`src/rtl/gtp_drp_pkg.sv`:
```
// Shared types for the GTP DRP master: DRP bus widths, command opcodes,
// controller state encoding and the read-modify-write merge.
package gtp_drp_pkg;

   localparam int DRP_AW = 8;
   localparam int DRP_DW = 16;

   typedef enum logic [1:0] {
      OP_READ  = 2'b00,
      OP_WRITE = 2'b01,
      OP_RMW   = 2'b10,
      OP_RSVD  = 2'b11
   } drp_op_e;

   typedef enum logic [2:0] {
      ST_IDLE    = 3'd0,
      ST_RD_REQ  = 3'd1,
      ST_RD_WAIT = 3'd2,
      ST_WR_REQ  = 3'd3,
      ST_WR_WAIT = 3'd4,
      ST_RESP    = 3'd5,
      ST_GAP     = 3'd6
   } drp_state_e;

   // Mask bit 1 takes the new write data, mask bit 0 keeps the device value.
   function automatic logic [DRP_DW-1:0] rmw_merge(input logic [DRP_DW-1:0] rd,
                                                    input logic [DRP_DW-1:0] wd,
                                                    input logic [DRP_DW-1:0] mask);
      return (rd & ~mask) | (wd & mask);
   endfunction

endpackage

```
`src/rtl/gtp_drp_master.sv`:
```
// Single-outstanding DRP master: read, write and read-modify-write commands
// with a DRPRDY timeout and a forced idle gap after every completion.
module gtp_drp_master
   import gtp_drp_pkg::*;
#(
   parameter int unsigned TIMEOUT_CYCLES = 64,
   parameter int unsigned GAP_CYCLES     = 1
) (
   input  logic              DRPCLK,
   input  logic              DRPRSTN,
   input  logic              CMD_VALID,
   output logic              CMD_READY,
   input  logic [1:0]        CMD_OP,
   input  logic [DRP_AW-1:0] CMD_ADDR,
   input  logic [DRP_DW-1:0] CMD_WDATA,
   input  logic [DRP_DW-1:0] CMD_WMASK,
   output logic              RSP_VALID,
   output logic [DRP_DW-1:0] RSP_RDATA,
   output logic              RSP_ERR,
   output logic              DRPEN,
   output logic              DRPWE,
   output logic [DRP_AW-1:0] DRPADDR,
   output logic [DRP_DW-1:0] DRPDI,
   input  logic              DRPRDY,
   input  logic [DRP_DW-1:0] DRPDO,
   output logic              BUSY
);

   localparam logic [7:0] TIMEOUT_LAST = 8'(TIMEOUT_CYCLES);
   localparam logic [2:0] GAP_LAST     = 3'(GAP_CYCLES - 1);

   drp_state_e        state_q, state_d;
   drp_op_e           op_q, op_d;
   logic [DRP_AW-1:0] addr_q, addr_d;
   logic [DRP_DW-1:0] wdata_q, wdata_d;
   logic [DRP_DW-1:0] mask_q, mask_d;
   logic [DRP_DW-1:0] di_q, di_d;
   logic [DRP_DW-1:0] rdata_q, rdata_d;
   logic              err_q, err_d;
   logic              wr_pend_q, wr_pend_d;
   logic [7:0]        wait_q, wait_d;
   logic [2:0]        gap_q, gap_d;
   logic              ready_q;
   logic              accept;
   logic [7:0]        wait_inc;
   logic              timeout;

   // ready_q keeps CMD_READY low while reset is held and for no longer.
   assign CMD_READY = ready_q && (state_q == ST_IDLE);
   assign accept    = CMD_VALID && CMD_READY;
   assign BUSY      = (state_q != ST_IDLE);
   assign DRPEN     = (state_q == ST_RD_REQ) || (state_q == ST_WR_REQ);
   assign DRPWE     = (state_q == ST_WR_REQ);
   assign DRPADDR   = addr_q;
   assign DRPDI     = di_q;
   assign RSP_VALID = (state_q == ST_RESP);
   assign RSP_RDATA = RSP_VALID ? rdata_q : '0;
   assign RSP_ERR   = RSP_VALID && err_q;

   // A DRPRDY in the same cycle the count reaches the limit wins over timeout.
   assign wait_inc = wait_q + 8'd1;
   assign timeout  = (wait_inc == TIMEOUT_LAST);

   always_comb begin
      // NOTE: every signal gets a default before the case so no path leaves it unassigned (no latches).
      state_d   = state_q;
      op_d      = op_q;
      addr_d    = addr_q;
      wdata_d   = wdata_q;
      mask_d    = mask_q;
      di_d      = di_q;
      rdata_d   = rdata_q;
      err_d     = err_q;
      wr_pend_d = wr_pend_q;
      wait_d    = wait_q;
      gap_d     = gap_q;

      unique case (state_q)
         ST_IDLE: begin
            if (accept) begin
               op_d      = drp_op_e'(CMD_OP);
               addr_d    = CMD_ADDR;
               wdata_d   = CMD_WDATA;
               mask_d    = CMD_WMASK;
               di_d      = (drp_op_e'(CMD_OP) == OP_WRITE) ? CMD_WDATA : '0;
               rdata_d   = '0;
               err_d     = 1'b0;
               wr_pend_d = 1'b0;
               unique case (drp_op_e'(CMD_OP))
                  OP_READ, OP_RMW: state_d = ST_RD_REQ;
                  OP_WRITE:        state_d = ST_WR_REQ;
                  default: begin
                     err_d   = 1'b1;
                     state_d = ST_RESP;
                  end
               endcase
            end
         end
         ST_RD_REQ: begin
            wait_d  = '0;
            state_d = ST_RD_WAIT;
         end
         ST_RD_WAIT: begin
            wait_d = wait_inc;
            if (DRPRDY) begin
               rdata_d = DRPDO;
               if (op_q == OP_RMW) begin
                  di_d      = rmw_merge(DRPDO, wdata_q, mask_q);
                  wr_pend_d = 1'b1;
                  gap_d     = '0;
                  state_d   = ST_GAP;
               end else begin
                  state_d = ST_RESP;
               end
            end else if (timeout) begin
               err_d   = 1'b1;
               rdata_d = '0;
               state_d = ST_RESP;
            end
         end
         ST_WR_REQ: begin
            wait_d    = '0;
            wr_pend_d = 1'b0;
            state_d   = ST_WR_WAIT;
         end
         ST_WR_WAIT: begin
            wait_d = wait_inc;
            if (DRPRDY) begin
               state_d = ST_RESP;
            end else if (timeout) begin
               err_d   = 1'b1;
               rdata_d = '0;
               state_d = ST_RESP;
            end
         end
         ST_RESP: begin
            gap_d   = '0;
            state_d = ST_GAP;
         end
         ST_GAP: begin
            if (gap_q == GAP_LAST) begin
               gap_d   = '0;
               state_d = wr_pend_q ? ST_WR_REQ : ST_IDLE;
            end else begin
               gap_d = gap_q + 3'd1;
            end
         end
         default: state_d = ST_IDLE;
      endcase
   end

   // NOTE: state registers use non-blocking assignments so every flop samples pre-edge values.
   always_ff @(posedge DRPCLK or negedge DRPRSTN) begin
      if (!DRPRSTN) begin
         state_q   <= ST_IDLE;
         op_q      <= OP_READ;
         addr_q    <= '0;
         wdata_q   <= '0;
         mask_q    <= '0;
         di_q      <= '0;
         rdata_q   <= '0;
         err_q     <= 1'b0;
         wr_pend_q <= 1'b0;
         wait_q    <= '0;
         gap_q     <= '0;
         ready_q   <= 1'b0;
      end else begin
         state_q   <= state_d;
         op_q      <= op_d;
         addr_q    <= addr_d;
         wdata_q   <= wdata_d;
         mask_q    <= mask_d;
         di_q      <= di_d;
         rdata_q   <= rdata_d;
         err_q     <= err_d;
         wr_pend_q <= wr_pend_d;
         wait_q    <= wait_d;
         gap_q     <= gap_d;
         ready_q   <= 1'b1;
      end
   end

endmodule

```
`config.mk`:
```
export PLATFORM = sky130hd
export DESIGN_NAME = gtp_drp_master
export DESIGN_NICKNAME = d
export VERILOG_FILES = /design/src/rtl/gtp_drp_pkg.sv /design/src/rtl/gtp_drp_master.sv
export SDC_FILE = /design/constraint.sdc
export NUM_CORES = 1
export LEC_CHECK = 0
export CAP_MARGIN = 40
export CORE_ASPECT_RATIO = 0.5
export CORE_MARGIN = 2
export CORE_UTILIZATION = 45
export CTS_CLUSTER_DIAMETER = 30
export DETAILED_ROUTE_END_ITERATION = 10
export GPL_TIMING_DRIVEN = 0
export PLACE_DENSITY = 0.79
export SYNTH_ARGS = -nofsm -noshare
export SYNTH_HDL_FRONTEND = slang
export SYNTH_SLANG_ARGS = --single-unit
export TNS_END_PERCENT = 20
```
`constraint.sdc`:
```
create_clock -name DRPCLK -period 2.1 [get_ports DRPCLK]
set_input_delay 0.42 -clock DRPCLK [delete_from_list [all_inputs] [get_ports DRPCLK]]
set_output_delay 0.42 -clock DRPCLK [all_outputs]
set_load 0.02 [all_outputs]
```
==> flow_metrics.tcl, run 1 <==
set metrics [dict create \
    run_status "finished with violations" \
    violations "negative setup slack" \
    avgRoutedWirePerCell_um 17.5 \
    reg2reg_slack_ns -0.05 \
    crit_top_cell "buf_6" \
    htree_levels 3 \
    die_h_um 75.1 \
    slew_headroom 0.495 \
    synth.net_count 477 \
    grt_max_degree 58 \
    power.density_nw_per_um2 1280 \
    cp_max_fo 8 \
    power_frac_seq 0.364 \
    drc_errors 0 \
    power.switching_w 0.00289 \
    cts_buffers 9 \
    grt_pass1_wl_um 18600 \
    p_comb_frac 0.447 \
    ant_nets 0 \
    final_util 0.655 \
    gr-total-overflow 0 \
    crit_family "simple AND/OR/NAND/NOR gates" \
    die_area_um2 11000 \
    antenna_cells 0 \
    layout_setup_ws_ns -0.0504 \
    period_minus_slack_ns 2.15 \
    cap_violations 0 \
    fillers 752 \
    synthCells 412 \
    syn_avg_cell_area_um2 11.0 \
    gp_congestion 0.802 \
    io_pins 108 \
    cts_hold_buf 0 \
    area_growth_pct 38.6 \
    crit_chain "buf_6 -> nor3_4 -> inv_2 -> nor2_8 -> a21oi_2 -> or3_1 -> buf_6 -> clkbuf_16 -> mux2_4" \
    grt_pass1_vias 3639 \
    hold_violations 0 \
    row_count 25 \
    finalSetupViolations 14 \
    final_nets 615 \
    worstPathRequired_ns 2.33 \
    drt_wl_total_um 12100 \
    drtIter0Drc 290 \
    hold_path.class "input port to asynchronous set/reset pin" \
    fin_crit_sh 1.02 \
    clkSinkCount 91 \
    synth_edf_count 0 \
    viasPerCell 5.51 \
    die_x_um 146 \
    vias 3803 \
    slew_violations 0 \
    grt_util_all_layers 0.219 \
    io_buffer_count 106 \
    reg2reg_depth 9 \
    tritoncts "done" \
    syn_area_um2 4550 \
    path_class "register to register" \
    cp_slowest_cell "dfrtp_1" \
    cts_buffer_depth 2 \
    power_leakage_nw 2.79 \
    post-dp-hpwl_um 8260 \
    pwr-share-clk 0.189 \
    rsz0062_at_grt "true" \
    rr_startpoint "state_q[2]" \
    fmax_mhz 465 \
    swShare 0.357 \
    synthFlopType "dfrtp_1" \
    antenna_found_initial 0 \
    async_flop_share 1.00 \
    cp.buffers_inverters 4 \
    start_util 0.472 \
    rr_endpoint "DRPDI[9]" \
    clock_latency_ns 0.35 \
    skew_ns 0.0106 \
    path_clk_slew_ns 0.06 \
    synth.distinct_cells 45 \
    core-area_um2 9630 \
    intPower_w 0.00519 \
    yosys_warnings 0 \
    worst_ir_drop_vdd_mv 0.605 \
    drive_gt1_frac 0.265 \
    end_kind "register" \
    drtPass1Iterations 4 \
    slowest_delay_ns 0.40 \
    whs_ns 0.139 \
    cts-root-buf "clkbuf_16" \
    synth_seq_cells 91 \
    arrival_ns 2.38 \
    seq_area_frac_synth 0.501 \
    worst-slew-pin-transition_ns 0.758 \
    crit_path_start_kind "register" \
]
-- cells by family (layout without fill, tap and decap cells) --
| kind of cell | after synthesis | in the layout | synth area share |
|---|---|---|---|
| xor+xnor | 2 | 2 | 0.00385 |
| fa+ha+maj | 3 | 3 | 0.00825 |
| mux | 75 | 75 | 0.189 |
| simple gates | 102 | 102 | 0.120 |
| buf+inv | 34 | 177 | 0.0366 |
| flops | 91 | 91 | 0.501 |
| other cells | 1 | 1 | 0.000824 |
| compound gates | 104 | 104 | 0.141 |
-- metal layers --
metal / track usage / wire, um / up-vias
met5: 0 / 0 / -
met2: 0.380 / 5880 / 117
met1: 0.282 / 5260 / 1923
li1: - / - / 1747
met4: 0.0529 / 135 / 0
met3: 0.0618 / 789 / 16
-- cell type report --
class / instances / area, um2 / share of cell area
flip-flops and latches: 91 / 2280 / 0.362
multi-input cells: 287 / 2130 / 0.337
repair buffers: 128 / 1250 / 0.198
clock buffers: 11 / 243 / 0.0385
plain buffers: 27 / 176 / 0.0280
well taps: 135 / 169 / 0.0268
clock inverters: 5 / 36.3 / 0.00575
inverters: 6 / 22.5 / 0.00357
-- sequential cells by signal (all words and copies together) (netlist names) --
name,count
wdata_q,16
mask_q,16
ready_q,1
wr_pend_q,1
gap_q,3
state_q,3
DRPDI,16
rdata_q,16
op_q,2
wait_q,8
DRPADDR,8
err_q,1
-- power by group through the flow --
stage | clock (W) | combinational (W) | sequential, W
2_1_floorplan | 0 | 0.00208 | 0.00305
3_3_place_gp | 0 | 0.00323 | 0.00292
3_5_place_dp | 0 | 0.00332 | 0.00295
4_1_cts | 0.00156 | 0.00342 | 0.00292
5_1_grt | 0.00163 | 0.00393 | 0.00302
6_report | 0.00153 | 0.00361 | 0.00294
-- worst register-to-register path, cell delays in order (launching register included) --
cell and delay (ns):
dfrtp_1 0.40, buf_6 0.14, nor3_4 0.22, inv_2 0.10, nor2_8 0.16, a21oi_2 0.05
or3_1 0.36, buf_6 0.16, clkbuf_16 0.17, mux2_4 0.29
-- worst max path at each step --
stage	slack, ns	to	cells past startpoint	start
after floorplan	0.07	DRPDI[10]	9	state_q[0]
after global placement	-2.73	DRPDI[10]	1	DRPRSTN
after detailed placement	-0.67	RSP_RDATA[12]	6	state_q[2]
after CTS	-0.03	DRPDI[8]	9	state_q[0]
after global routing	-0.1	DRPDI[9]	9	state_q[2]
final	-0.05	DRPDI[9]	9	state_q[2]
-- what timing repair did --
action,in CTS,in global routing
endpoints found under the setup margin,72,63
buffers inserted,3,16
gates resized for setup,80,24
cloned,1,1
pin swaps,3,4
endpoints found under the hold margin,0,0
-- synth_stat cells (2+ instances only) --
library cell	count	area [um2]
dfrtp_1	91	2280
mux2_2	48	541
o21ai_0	41	205
a21oi_1	26	130
nand3_1	24	120
and2_1	22	138
nor2_1	18	67.6
mux2i_1	17	170
a22o_1	16	140
nand2_1	16	60.1
clkbuf_1	13	48.8
mux2_4	10	150
buf_2	6	30.0
nor2b_1	6	37.5
inv_1	5	18.8
nand2b_1	5	31.3
buf_1	4	15.0
buf_6	4	45.0
ha_1	3	37.5
nor3_1	3	15.0
o21ai_1	3	15.0
a211oi_1	2	15.0
a2bb2oi_1	2	17.5
o21a_1	2	15.0
o22a_1	2	17.5
o22ai_1	2	12.5
o41ai_1	2	17.5
or3_1	2	12.5
-- metrics by stage --
step / setup slack, ns / area (um2) / cells / power, W / setup TNS [ns]
6_report: -0.0504 / 6310 / 690 / 0.00807 / -0.414
5_1_grt: -0.0964 / 6310 / 690 / 0.00857 / -1.86
4_1_cts: -0.0335 / 6130 / 674 / 0.00789 / -0.264
3_5_place_dp: -0.667 / 5800 / 654 / 0.00628 / -28.29
3_3_place_gp: -2.73 / 5780 / 653 / 0.00615 / -274.21
2_1_floorplan: 0.0694 / 4550 / 412 / 0.00513 / 0
-- placed cells by master, fill, tap and decap left out, types with 6 or more instances in the layout --
cell type        Yosys  layout
clkbuf_1            13       8
clkdlybuf4s15_2      0       7
mux2_2              48      48
clkbuf_16            0      10
buf_4                0      25
mux2_4              10      10
nor2b_1              6       6
clkbuf_2             1       8
a21oi_1             26      25
clkdlybuf4s50_1      0      83
and2_1              22      22
nand2_1             16      15
o21ai_0             41      41
dfrtp_1             91      89
nand3_1             24      24
nor2_1              18      16
a22o_1              16      16
buf_2                6      10
mux2i_1             17      17
No activity file was read; power rests on OpenSTA's default activity.
==> run 2, diff against run 1 <==
RECOVER_POWER = 100   (was unset)
==> flow_metrics.tcl, run 2 (synthesis gave the netlist of run 1 again) <==
set metrics [dict create \
    run_status "finished with violations" \
    intPower_w 0.00519 \
    crit_family "simple AND/OR/NAND/NOR gates" \
    swShare 0.358 \
    drc_errors 0 \
    cts_hold_buf 0 \
    row_count 25 \
    vias 3797 \
    crit_path_start_kind "register" \
    die_x_um 146 \
    grt_max_degree 58 \
    path_clk_slew_ns 0.06 \
    die_h_um 75.1 \
    viasPerCell 5.50 \
    setup_tns_ns -0.395 \
    gr-total-overflow 0 \
    rr_endpoint "DRPDI[9]" \
    tritoncts "done" \
    power_frac_seq 0.363 \
    period_minus_slack_ns 2.15 \
    grt_util_all_layers 0.219 \
    pwr-share-clk 0.190 \
    area_growth_pct 38.3 \
    cp.buffers_inverters 4 \
    post-dp-hpwl_um 8260 \
    die_area_um2 11000 \
    avgRoutedWirePerCell_um 17.5 \
    hold_violations 0 \
    ant_nets 0 \
    antenna_cells 0 \
    cp_slowest_cell "dfrtp_1" \
    worstSetupStartpoint "state_q[2]" \
    grt_pass1_vias 3639 \
    fmax_mhz 466 \
    slowest_delay_ns 0.40 \
    cap_violations 0 \
    end_kind "register" \
    clkSinkCount 91 \
    rr_startpoint "state_q[2]" \
    skew_ns 0.0109 \
    slew_violations 0 \
    place_inst 654 \
    fillers 752 \
    mostFrequentLayoutCell "dfrtp_1" \
    final_cell_mix "dfrtp_1 (89), clkdlybuf4s50_1 (83), mux2_2 (48)" \
    design_area_um2 6290 \
    cp_max_fo 8 \
    violations "negative setup slack" \
    crit_chain "buf_6 -> nor3_4 -> inv_2 -> nor2_8 -> a21oi_2 -> or3_1 -> buf_6 -> clkbuf_16 -> mux2_4" \
    power.density_nw_per_um2 1280 \
    clock_latency_ns 0.35 \
    path_class "register to register" \
    htree_levels 3 \
    power.switching_w 0.00289 \
    worst_ir_drop_vdd_mv 0.603 \
    drive_gt1_frac 0.265 \
    drtPass1Iterations 5 \
    start_util 0.472 \
    drtIter0Drc 307 \
    cts_buffers 9 \
    reg2reg_depth 9 \
    worstPathRequired_ns 2.33 \
    dpl-instance-area_um2 5800 \
    cts_buffer_depth 2 \
    crit_top_cell "buf_6" \
    final_nets 615 \
    finalSetupViolations 14 \
    fin_crit_sh 1.02 \
    hold_path.class "input port to asynchronous set/reset pin" \
    dpl_worst_slack_ns -0.667 \
    slew_headroom 0.0282 \
    rsz0062_at_grt "true" \
    core-area_um2 9630 \
    io_buffer_count 106 \
    p_comb_frac 0.447 \
    final_util 0.653 \
    reg2reg_slack_ns -0.05 \
    grt_pass1_wl_um 18600 \
    worst-slew-pin-transition_ns 1.46 \
    io_pins 108 \
    antenna_found_initial 0 \
    power_leakage_nw 2.78 \
    final_cells 690 \
    drt_wl_total_um 12100 \
    layout_setup_ws_ns -0.0471 \
    cts-root-buf "clkbuf_16" \
    gp_congestion 0.802 \
    arrival_ns 2.38 \
]
==> run 2: layer usage <==
layer	track usage	part of all wire	up-vias
li1	-	-	1747
met1	0.282	0.44	1925
met2	0.380	0.49	109
met3	0.0618	0.056	16
met4	0.0529	0.012	0
met5	0	0	-
==> run 2: layout make-up <==
cell class	count	area, um2	area share
Tap cell	135	169	0.0268
Clock inverter	5	36.3	0.00577
Clock buffer	11	243	0.0386
Buffer	27	176	0.0280
Inverter	6	22.5	0.00358
Sequential cell	91	2280	0.362
Timing Repair Buffer	128	1240	0.197
Multi-Input combinational cell	287	2130	0.338
==> run 2: worst max path at each step <==
stage          cells after the start  slack, ns       endpoint
2_1_floorplan                      9       0.07      DRPDI[10]
3_3_place_gp                       1      -2.73      DRPDI[10]
3_5_place_dp                       6      -0.67  RSP_RDATA[12]
4_1_cts                            9      -0.03       DRPDI[8]
5_1_grt                            9       -0.1       DRPDI[9]
6_report                           9      -0.05       DRPDI[9]
==> run 2: metrics by stage <==
step	total power, W	hold WS (ns)
finish	0.00808	0.412
global route	0.00857	0.510
CTS	0.00789	0.171
detailed placement	0.00628	0.475
global placement	0.00615	0.475
floorplan	0.00513	0.124
==> run 2: power by group through the flow <==
| stage | combinational [W] | clock, W | sequential (W) |
|---|---|---|---|
| 2_1_floorplan | 0.00208 | 0 | 0.00305 |
| 4_1_cts | 0.00342 | 0.00156 | 0.00292 |
| 6_report | 0.00361 | 0.00153 | 0.00293 |
| 3_3_place_gp | 0.00323 | 0 | 0.00292 |
| 5_1_grt | 0.00393 | 0.00163 | 0.00302 |
| 3_5_place_dp | 0.00332 | 0 | 0.00295 |
==> run 2: what timing repair did <==
action / 4_1_cts / 5_1_grt
resized for setup: 80 / 24
hold endpoints to repair: 0 / 0
pin swaps: 3 / 4
setup buffers: 3 / 16
cloned: 1 / 1
setup endpoints to repair: 72 / 63
